<file path="src/rtl/memory_cycle_if.sv">
// memory_cycle_if: execute-stage inputs, stall/flush controls and M/W-stage outputs of the memory stage.
interface memory_cycle_if;
    logic        StallM, FlushM;
    logic        RegWriteE, MemWriteE, MemReadE, MemToRegE, BranchE, JumpE, ZeroE;
    logic [31:0] ALUResE, WriteDataE, AddResultE;
    logic [4:0]  DesRegE;
    logic        PCSrcM, JumpM, RegWriteM, RegWriteW;
    logic [31:0] BranchTargetM, ALUResM, ResultW, ReadDataW, ALUResW;
    logic [4:0]  DesRegM, DesRegW;
    modport master (
        output StallM, FlushM, RegWriteE, MemWriteE, MemReadE, MemToRegE, BranchE, JumpE, ZeroE,
               ALUResE, WriteDataE, AddResultE, DesRegE,
        input  PCSrcM, JumpM, RegWriteM, RegWriteW, BranchTargetM, ALUResM, ResultW, ReadDataW,
               ALUResW, DesRegM, DesRegW
    );
    modport slave (
        input  StallM, FlushM, RegWriteE, MemWriteE, MemReadE, MemToRegE, BranchE, JumpE, ZeroE,
               ALUResE, WriteDataE, AddResultE, DesRegE,
        output PCSrcM, JumpM, RegWriteM, RegWriteW, BranchTargetM, ALUResM, ResultW, ReadDataW,
               ALUResW, DesRegM, DesRegW
    );
endinterface

</file>
<file path="src/rtl/memory_cycle.sv">
// memory_cycle: MIPS memory stage - EX/MEM register, word data memory, branch resolve, MEM/WB register.
module memory_cycle #(
    parameter int DEPTH = 64,
    parameter int AW    = 6
) (
    input logic          clk,
    input logic          rst,
    memory_cycle_if.slave bus
);
    logic          reg_write_m, mem_write_m, mem_to_reg_m, branch_m, jump_m, zero_m;
    logic [31:0]   alu_res_m, write_data_m, add_result_m;
    logic [4:0]    des_reg_m;
    logic          reg_write_w, mem_to_reg_w;
    logic [31:0]   read_data_w, alu_res_w;
    logic [4:0]    des_reg_w;
    logic [31:0]   mem [DEPTH];
    logic [AW-1:0] idx;
    logic [31:0]   rd;

    always_ff @(posedge clk) begin
        if (rst || bus.FlushM) begin
            reg_write_m  <= 1'b0;
            mem_write_m  <= 1'b0;
            mem_to_reg_m <= 1'b0;
            branch_m     <= 1'b0;
            jump_m       <= 1'b0;
            zero_m       <= 1'b0;
            alu_res_m    <= '0;
            write_data_m <= '0;
            add_result_m <= '0;
            des_reg_m    <= '0;
        end else if (!bus.StallM) begin
            reg_write_m  <= bus.RegWriteE;
            mem_write_m  <= bus.MemWriteE;
            mem_to_reg_m <= bus.MemToRegE;
            branch_m     <= bus.BranchE;
            jump_m       <= bus.JumpE;
            zero_m       <= bus.ZeroE;
            alu_res_m    <= bus.ALUResE;
            write_data_m <= bus.WriteDataE;
            add_result_m <= bus.AddResultE;
            des_reg_m    <= bus.DesRegE;
        end
    end

    // Word index only; byte-offset and high address bits wrap.
    assign idx = alu_res_m[AW+1:2];
    assign rd  = mem[idx];

    always_ff @(posedge clk)
        if (mem_write_m && !bus.StallM && !rst) mem[idx] <= write_data_m;

    // A stall leaves M holding its instruction, so W receives a bubble.
    always_ff @(posedge clk) begin
        if (rst || bus.StallM) begin
            reg_write_w  <= 1'b0;
            mem_to_reg_w <= 1'b0;
            read_data_w  <= '0;
            alu_res_w    <= '0;
            des_reg_w    <= '0;
        end else begin
            reg_write_w  <= reg_write_m;
            mem_to_reg_w <= mem_to_reg_m;
            read_data_w  <= rd;
            alu_res_w    <= alu_res_m;
            des_reg_w    <= des_reg_m;
        end
    end

    assign bus.PCSrcM        = branch_m & zero_m;
    assign bus.BranchTargetM = add_result_m;
    assign bus.JumpM         = jump_m;
    assign bus.RegWriteM     = reg_write_m;
    assign bus.DesRegM       = des_reg_m;
    assign bus.ALUResM       = alu_res_m;
    assign bus.RegWriteW     = reg_write_w;
    assign bus.DesRegW       = des_reg_w;
    assign bus.ReadDataW     = read_data_w;
    assign bus.ALUResW       = alu_res_w;
    assign bus.ResultW       = mem_to_reg_w ? read_data_w : alu_res_w;
endmodule

</file>
<file path="src/flat_wrapper.sv">
// flat-port wrapper written by rule: the top's interface ports become plain ports
module memory_cycle_flat 
#(
    parameter int DEPTH = 64,
    parameter int AW    = 6
)
  (clk, rst, bus_StallM, bus_FlushM, bus_RegWriteE, bus_MemWriteE, bus_MemReadE, bus_MemToRegE, bus_BranchE, bus_JumpE, bus_ZeroE, bus_ALUResE, bus_WriteDataE, bus_AddResultE, bus_DesRegE, bus_PCSrcM, bus_JumpM, bus_RegWriteM, bus_RegWriteW, bus_BranchTargetM, bus_ALUResM, bus_ResultW, bus_ReadDataW, bus_ALUResW, bus_DesRegM, bus_DesRegW);
  memory_cycle_if bus_i ();
  input logic clk;
  input logic rst;
  input wire logic [$bits(bus_i.StallM)-1:0] bus_StallM;
  input wire logic [$bits(bus_i.FlushM)-1:0] bus_FlushM;
  input wire logic [$bits(bus_i.RegWriteE)-1:0] bus_RegWriteE;
  input wire logic [$bits(bus_i.MemWriteE)-1:0] bus_MemWriteE;
  input wire logic [$bits(bus_i.MemReadE)-1:0] bus_MemReadE;
  input wire logic [$bits(bus_i.MemToRegE)-1:0] bus_MemToRegE;
  input wire logic [$bits(bus_i.BranchE)-1:0] bus_BranchE;
  input wire logic [$bits(bus_i.JumpE)-1:0] bus_JumpE;
  input wire logic [$bits(bus_i.ZeroE)-1:0] bus_ZeroE;
  input wire logic [$bits(bus_i.ALUResE)-1:0] bus_ALUResE;
  input wire logic [$bits(bus_i.WriteDataE)-1:0] bus_WriteDataE;
  input wire logic [$bits(bus_i.AddResultE)-1:0] bus_AddResultE;
  input wire logic [$bits(bus_i.DesRegE)-1:0] bus_DesRegE;
  output wire logic [$bits(bus_i.PCSrcM)-1:0] bus_PCSrcM;
  output wire logic [$bits(bus_i.JumpM)-1:0] bus_JumpM;
  output wire logic [$bits(bus_i.RegWriteM)-1:0] bus_RegWriteM;
  output wire logic [$bits(bus_i.RegWriteW)-1:0] bus_RegWriteW;
  output wire logic [$bits(bus_i.BranchTargetM)-1:0] bus_BranchTargetM;
  output wire logic [$bits(bus_i.ALUResM)-1:0] bus_ALUResM;
  output wire logic [$bits(bus_i.ResultW)-1:0] bus_ResultW;
  output wire logic [$bits(bus_i.ReadDataW)-1:0] bus_ReadDataW;
  output wire logic [$bits(bus_i.ALUResW)-1:0] bus_ALUResW;
  output wire logic [$bits(bus_i.DesRegM)-1:0] bus_DesRegM;
  output wire logic [$bits(bus_i.DesRegW)-1:0] bus_DesRegW;
  assign bus_i.StallM = bus_StallM;
  assign bus_i.FlushM = bus_FlushM;
  assign bus_i.RegWriteE = bus_RegWriteE;
  assign bus_i.MemWriteE = bus_MemWriteE;
  assign bus_i.MemReadE = bus_MemReadE;
  assign bus_i.MemToRegE = bus_MemToRegE;
  assign bus_i.BranchE = bus_BranchE;
  assign bus_i.JumpE = bus_JumpE;
  assign bus_i.ZeroE = bus_ZeroE;
  assign bus_i.ALUResE = bus_ALUResE;
  assign bus_i.WriteDataE = bus_WriteDataE;
  assign bus_i.AddResultE = bus_AddResultE;
  assign bus_i.DesRegE = bus_DesRegE;
  assign bus_PCSrcM = bus_i.PCSrcM;
  assign bus_JumpM = bus_i.JumpM;
  assign bus_RegWriteM = bus_i.RegWriteM;
  assign bus_RegWriteW = bus_i.RegWriteW;
  assign bus_BranchTargetM = bus_i.BranchTargetM;
  assign bus_ALUResM = bus_i.ALUResM;
  assign bus_ResultW = bus_i.ResultW;
  assign bus_ReadDataW = bus_i.ReadDataW;
  assign bus_ALUResW = bus_i.ALUResW;
  assign bus_DesRegM = bus_i.DesRegM;
  assign bus_DesRegW = bus_i.DesRegW;
  memory_cycle #(.DEPTH(DEPTH), .AW(AW)) u_core (.clk(clk), .rst(rst), .bus(bus_i));
endmodule
</file>
<file path="config.mk">
export PLATFORM = sky130hd
export DESIGN_NAME = memory_cycle_flat
export DESIGN_NICKNAME = d
export VERILOG_FILES = /design/src/rtl/memory_cycle_if.sv /design/src/rtl/memory_cycle.sv /design/src/flat_wrapper.sv
export SDC_FILE = /design/constraint.sdc
export NUM_CORES = 2
export LEC_CHECK = 0
export ABC_CLOCK_PERIOD_IN_PS = 8760
export CORE_AREA = 2 2 415 417
export CTS_BUF_LIST = sky130_fd_sc_hd__clkbuf_16
export DETAILED_ROUTE_END_ITERATION = 6
export DIE_AREA = 0 0 417 419
export PLACE_DENSITY = 0.67
export SLEW_MARGIN = 20
export SYNTH_ARGS = -nofsm -noshare
export SYNTH_HDL_FRONTEND = slang
export SYNTH_SLANG_ARGS = --single-unit
</file>
<file path="constraint.sdc">
create_clock -name clk -period 8.76 [get_ports clk]
set_input_delay 1.752 -clock clk [delete_from_list [all_inputs] [get_ports clk]]
set_output_delay 1.752 -clock clk [all_outputs]
set_load 0.02 [all_outputs]
</file>
; ---- Word level (Yosys, flattened, before mapping)
; Memories as Yosys holds them, arrays and structs flattened. A register that Yosys moved wholly into a read port is not among the register bits.
; Cells that the tools add are included.
[classes]
muxes = 3
bitwise_logic = 1
n_reduce_logical = 6
[ops]
columns = op, n
row1 = 2-to-1 mux 32 bit, 1
row2 = logical AND 1 bit, 2
row3 = zero test 1 bit, 2
row4 = logical OR 1 bit, 2
row5 = 2-to-1 mux 1 bit, 2
row6 = bitwise AND 1 bit, 1
[word_totals]
register_bits = 146
ram_bits = 2048
input_bits = 112
out_inout_bits = 174
word_cells = 25
n_memories = 1
[mem_list]
columns = name, words, width, read_ports, rd_ports_with_merged_regs, write_ports, line
row1 = u_core.mem, 64, 32, 1, 1, 1, memory_cycle.sv:16  ; logic [31:0] mem [DEPTH];

; ---- Logic depth before layout (Yosys ltp)
[logic_depth]
depth_word = 5
mapped_depth = 10
ltp_nobuf = 5

; ---- Worst setup path after synthesis
; OpenSTA, ideal clock, no wires.
[synth_path]
kind = input-to-reg
startpoint = in bus_StallM
endpoint = mem u_core.mem[14][0], enable pin
setup_ns = 0.421
arrival_ns = 3.979
required_time_ns = 8.339
setup_slack_ns = 4.360
cell_stages = 6
path_buffers = 1
path_cell_list = clkbuf_1 nor2_1 nand2_1 nor2_1 nand3_1 nor2_1
[synth_via]
elab_chain_cells = 5
[synth_rtl]
columns = item, line
row1 = from (decl), flat_wrapper.sv:11  ; input wire logic [$bits(bus_i.StallM)-1:0] bus_StallM;
row2 = zero test 1 bit, --
row3 = logical AND 1 bit (2 in series), memory_cycle.sv:51  ; if (mem_write_m && !bus.StallM && !rst) mem[idx] <= write_data_m;
row4 = 2-to-1 mux 1 bit, memory_cycle.sv:51
row5 = 2-to-1 mux 1 bit (implied by the code), memory_cycle.sv:51
row6 = to (decl), memory_cycle.sv:16
; No other way between the ends.

; ---- Final worst setup path
[layout_path]
startpoint = reg u_core.mem_to_reg_w
endpoint = out bus_ResultW[21]
[layout_via]
elab_chain_cells = 1
[layout_rtl]
columns = item, line
row1 = from (decl), memory_cycle.sv:13  ; logic reg_write_w, mem_to_reg_w;
row2 = from (signal assigned), memory_cycle.sv:63  ; mem_to_reg_w <= mem_to_reg_m;
row3 = 2-to-1 mux 32 bit, memory_cycle.sv:80  ; assign bus.ResultW = mem_to_reg_w ? read_data_w : alu_res_w;
row4 = to (decl), flat_wrapper.sv:30  ; output wire logic [$bits(bus_i.ResultW)-1:0] bus_ResultW;
; No other way between the ends.

==> flow_summary_export.csv <==
group,metric,value,unit
finish,nFillCells,12531,
worst_setup_path,critical-path-max-stage-delay,0.99,ns
clock_tree,root_buffer,"clkbuf_16",
global_routing,grt_start_max_net_pins,144,
die,start_util,49.7,%
clock_tree,cts_setup_buffers,0,
power_and_ir_drop,powerDensity,215,mW/mm2
finish,area_growth_syn_to_layout,14.7,%
worst_setup_path,critPathRequiredTime,7.01,ns
timing,post-route-min-period,4.70,ns
clock_tree,cts_resized,0,
worst_setup_path,cp_top_family,"flip-flops",
die,die_h,419,um
die,core,0.171,mm2
power_and_ir_drop,leakage,33.6,nW
worst_setup_path,critPathLaunch,"u_core.mem_to_reg_w",
worst_setup_path,path_max_fanout,32,
finish,final_cell_mix,"edfxtp_1, mux2i_1, clkdlybuf4s50_1",
detailed_routing,drc,1,
clock_tree,cts_hold_buf,0,
detailed_routing,drtIter0Drc,5949,
timing,post-route-period-util,53.7,%
placement,routabilityCongestion,0.875,
die,io_pins,286,
global_routing,grt_pass1_wl,312,mm
detailed_routing,routed_wl,221,mm
run_status,status,"finished, violations left",
timing,clock_skew,0.0267,ns
worst_setup_path,worstSetupEndpointType,"primary output",
clock_tree,cts_tree,"built",
detailed_routing,vias,45812,
die,rows,152,
global_routing,track_usage,24.8,%
run_status,violations,"DRC",
finish,final_common_cell,"edfxtp_1",
timing,maxSlewViolCount,0,
clock_tree,clock_latency,0.84,ns
timing,hold_viol,0,
worst_setup_path,criticalPathCategory,"flop to primary output",
worst_setup_path,critPathArrivalTime,2.95,ns
clock_tree,numClockSinks,2226,
die,die-area,0.175,mm2
synthesis,ys_ff_latch,2226,
clock_tree,numCtsBuffers,208,
detailed_routing,wl_per_cell,29.8,um
placement,io_buffers,284,
synthesis,syn_area,0.0847,mm2
worst_setup_path,crit_chain,"mux2_2 -> clkdlybuf4s50_1",
worst_setup_path,start_kind,"flop",
run,maxCapViolations,0,
finish,layout-drive-gt1-share,14.4,%
synthesis,synth_cells,4704,
synthesis,synth_edf_count,2048,
global_routing,grt_pass1_vias,44043,
detailed_routing,viasPerCell,6.18,
synthesis,synth_area_leaders,"edfxtp_1, mux2i_1, dfxtp_1",
finish,final_nets,5115,
synthesis,synth_top_area_cell,"edfxtp_1",
synthesis,ys_seq_area_share,76.8,%
global_routing,overflow,0,
clock_tree,clk_pin_slew,0.06,ns
timing,relSlewSlack,23.0,%
timing,fin_setup_tns,0,ns
clock_tree,cts_max_level,4,
detailed_routing,drt_first_pass_iters,7,
power_and_ir_drop,vdd.ir_drop.worst,229,uV
synthesis,postSynth.asyncResetShare,0,%
min_path,hp-class,"flop to flop",
synthesis,synth_cell_types,57,
timing,holdWs,0.466,ns
timing,tightestPinTransition,1.15,ns
synthesis,synth_warnings,0,
timing,grt_setup_unrepaired,"no",
worst_setup_path,reg2reg_from,"u_core.bus.ALUResM[3]",
detailed_routing,ant_nets,0,
worst_setup_path,cp_num_buf_inv,1,
timing,setup_viol,0,
synthesis,avgSynthCellArea,18.0,um2
placement,detailed_place_hpwl,130,mm
die,die_w,417,um
synthesis,synth_nets,4816,
synthesis,synth_ff_type,"edfxtp_1",
timing,timing.fmax,0.213,GHz
global_routing,antenna_found_initial,3,
min_path,min_from,"u_core.mem_to_reg_m",
worst_setup_path,slowest_stage,"dfxtp_2",
clock_tree,clockBufferDepth,3,
synthesis,yosysTopAreaCellShare,72.6,%
==> worst register-to-register path, delay by kind of cell (launching register included) <==
family / cells / cell delay, ns
flip-flops: 1 / 0.41
AND/OR/NAND/NOR: 1 / 0.78
buffers and inverters: 3 / 1.19
AO/OA/AOI/OAI: 4 / 2.13
==> sequential cells by signal, summed over array words and instances, names as in the netlist <==
name / cells
u_core.bus.RegWriteW: 1
u_core.bus.DesRegM: 5
u_core.mem: 2048
u_core.mem_to_reg_m: 1
u_core.bus.DesRegW: 5
u_core.zero_m: 1
u_core.branch_m: 1
u_core.bus.ReadDataW: 32
u_core.mem_to_reg_w: 1
u_core.bus.BranchTargetM: 32
u_core.write_data_m: 32
u_core.bus.ALUResW: 32
u_core.bus.ALUResM: 32
u_core.bus.JumpM: 1
u_core.mem_write_m: 1
u_core.bus.RegWriteM: 1
==> cells in the mapped netlist, types with 5 or more instances <==
cell type	number
edfxtp_1	2048
dfxtp_1	178
o21a_1	32
o21ai_1	30
o21ai_0	36
inv_1	61
a22o_1	58
a221oi_1	136
buf_4	39
o31a_1	30
mux2_1	27
a32oi_1	30
clkbuf_1	133
o32ai_1	60
or2_2	5
buf_6	27
nand2_1	133
a31o_2	16
o22a_1	38
a221o_1	58
o2bb2ai_1	60
nand3_1	5
mux4_2	74
buf_1	20
buf_2	112
nor2b_1	5
nor2_1	185
a222oi_1	30
mux2_2	99
o31ai_1	58
a31o_1	13
o22ai_1	152
and2_1	40
a21oi_1	32
mux2i_1	549
a21boi_1	28
o2111ai_1	29
==> where the power goes <==
| part | leakage [nW] | switching (mW) | internal, mW | total, mW |
|---|---|---|---|---|
| sequential | 23.6 | 0.0454 | 11.5 | 11.6 |
| combinational | 6.63 | 0.438 | 0.221 | 0.659 |
| clock | 3.40 | 3.86 | 4.80 | 8.65 |
==> path summary, 6_finish.rpt <==
path | slack, ns | to | cells past startpoint
max | 4.06 | bus_ResultW[21] | 2
max reg2reg | 4.12 | u_core.bus.ReadDataW[2] | 8
min | 0.47 | u_core.mem_to_reg_w | 1
min reg2reg | 0.47 | u_core.mem_to_reg_w | 1
==> final cells by class <==
type	instances	area [um2]	area share [%]
diodes	9	22.5	0.0232
clock buffers	211	5280	5.43
clock inverters	172	1230	1.26
inverters	63	238	0.245
multi-input cells	2084	18300	18.8
flip-flops and latches	2226	65100	67.0
well taps	2233	2790	2.87
repair buffers	420	4270	4.39
==> metrics by stage <==
stage                     instances  cell area, um2  util (%)  power (mW)  worst slack, ns
after CTS                      7401           97000      56.9        21.0             4.03
after global routing           7409           97200      57.0        21.4             4.00
final                          7418           97200      57.0        20.9             4.06
after floorplan                4704           84700         -        12.2             4.36
after detailed placement       7018           90500      53.1        12.5             3.53
after global placement         7004           90200      52.9        12.5             3.39
==> cell families (layout without fill, tap and decap cells) <==
| family | Yosys count | count (layout) | synth area share [%] |
|---|---|---|---|
| flip-flops | 2226 | 2226 | 76.8 |
| other | 0 | 9 | 0 |
| AND/OR/NAND/NOR | 393 | 393 | 1.97 |
| multiplexers | 749 | 749 | 10.1 |
| AO/OA/AOI/OAI | 942 | 942 | 8.80 |
| buffers and inverters | 394 | 866 | 2.32 |
==> routing by layer <==
layer / global-route usage, % / vias up / wire (um) / share of wire [%]
met5: 0 / - / 12 / 0.0054
met4: 7.60 / 2 / 6660 / 3.0
met3: 5.67 / 273 / 23300 / 11
met2: 37.4 / 2343 / 101000 / 46
met1: 36.2 / 23468 / 90100 / 41
li1: - / 19726 / - / -
No activity file was read; power rests on OpenSTA's default activity.
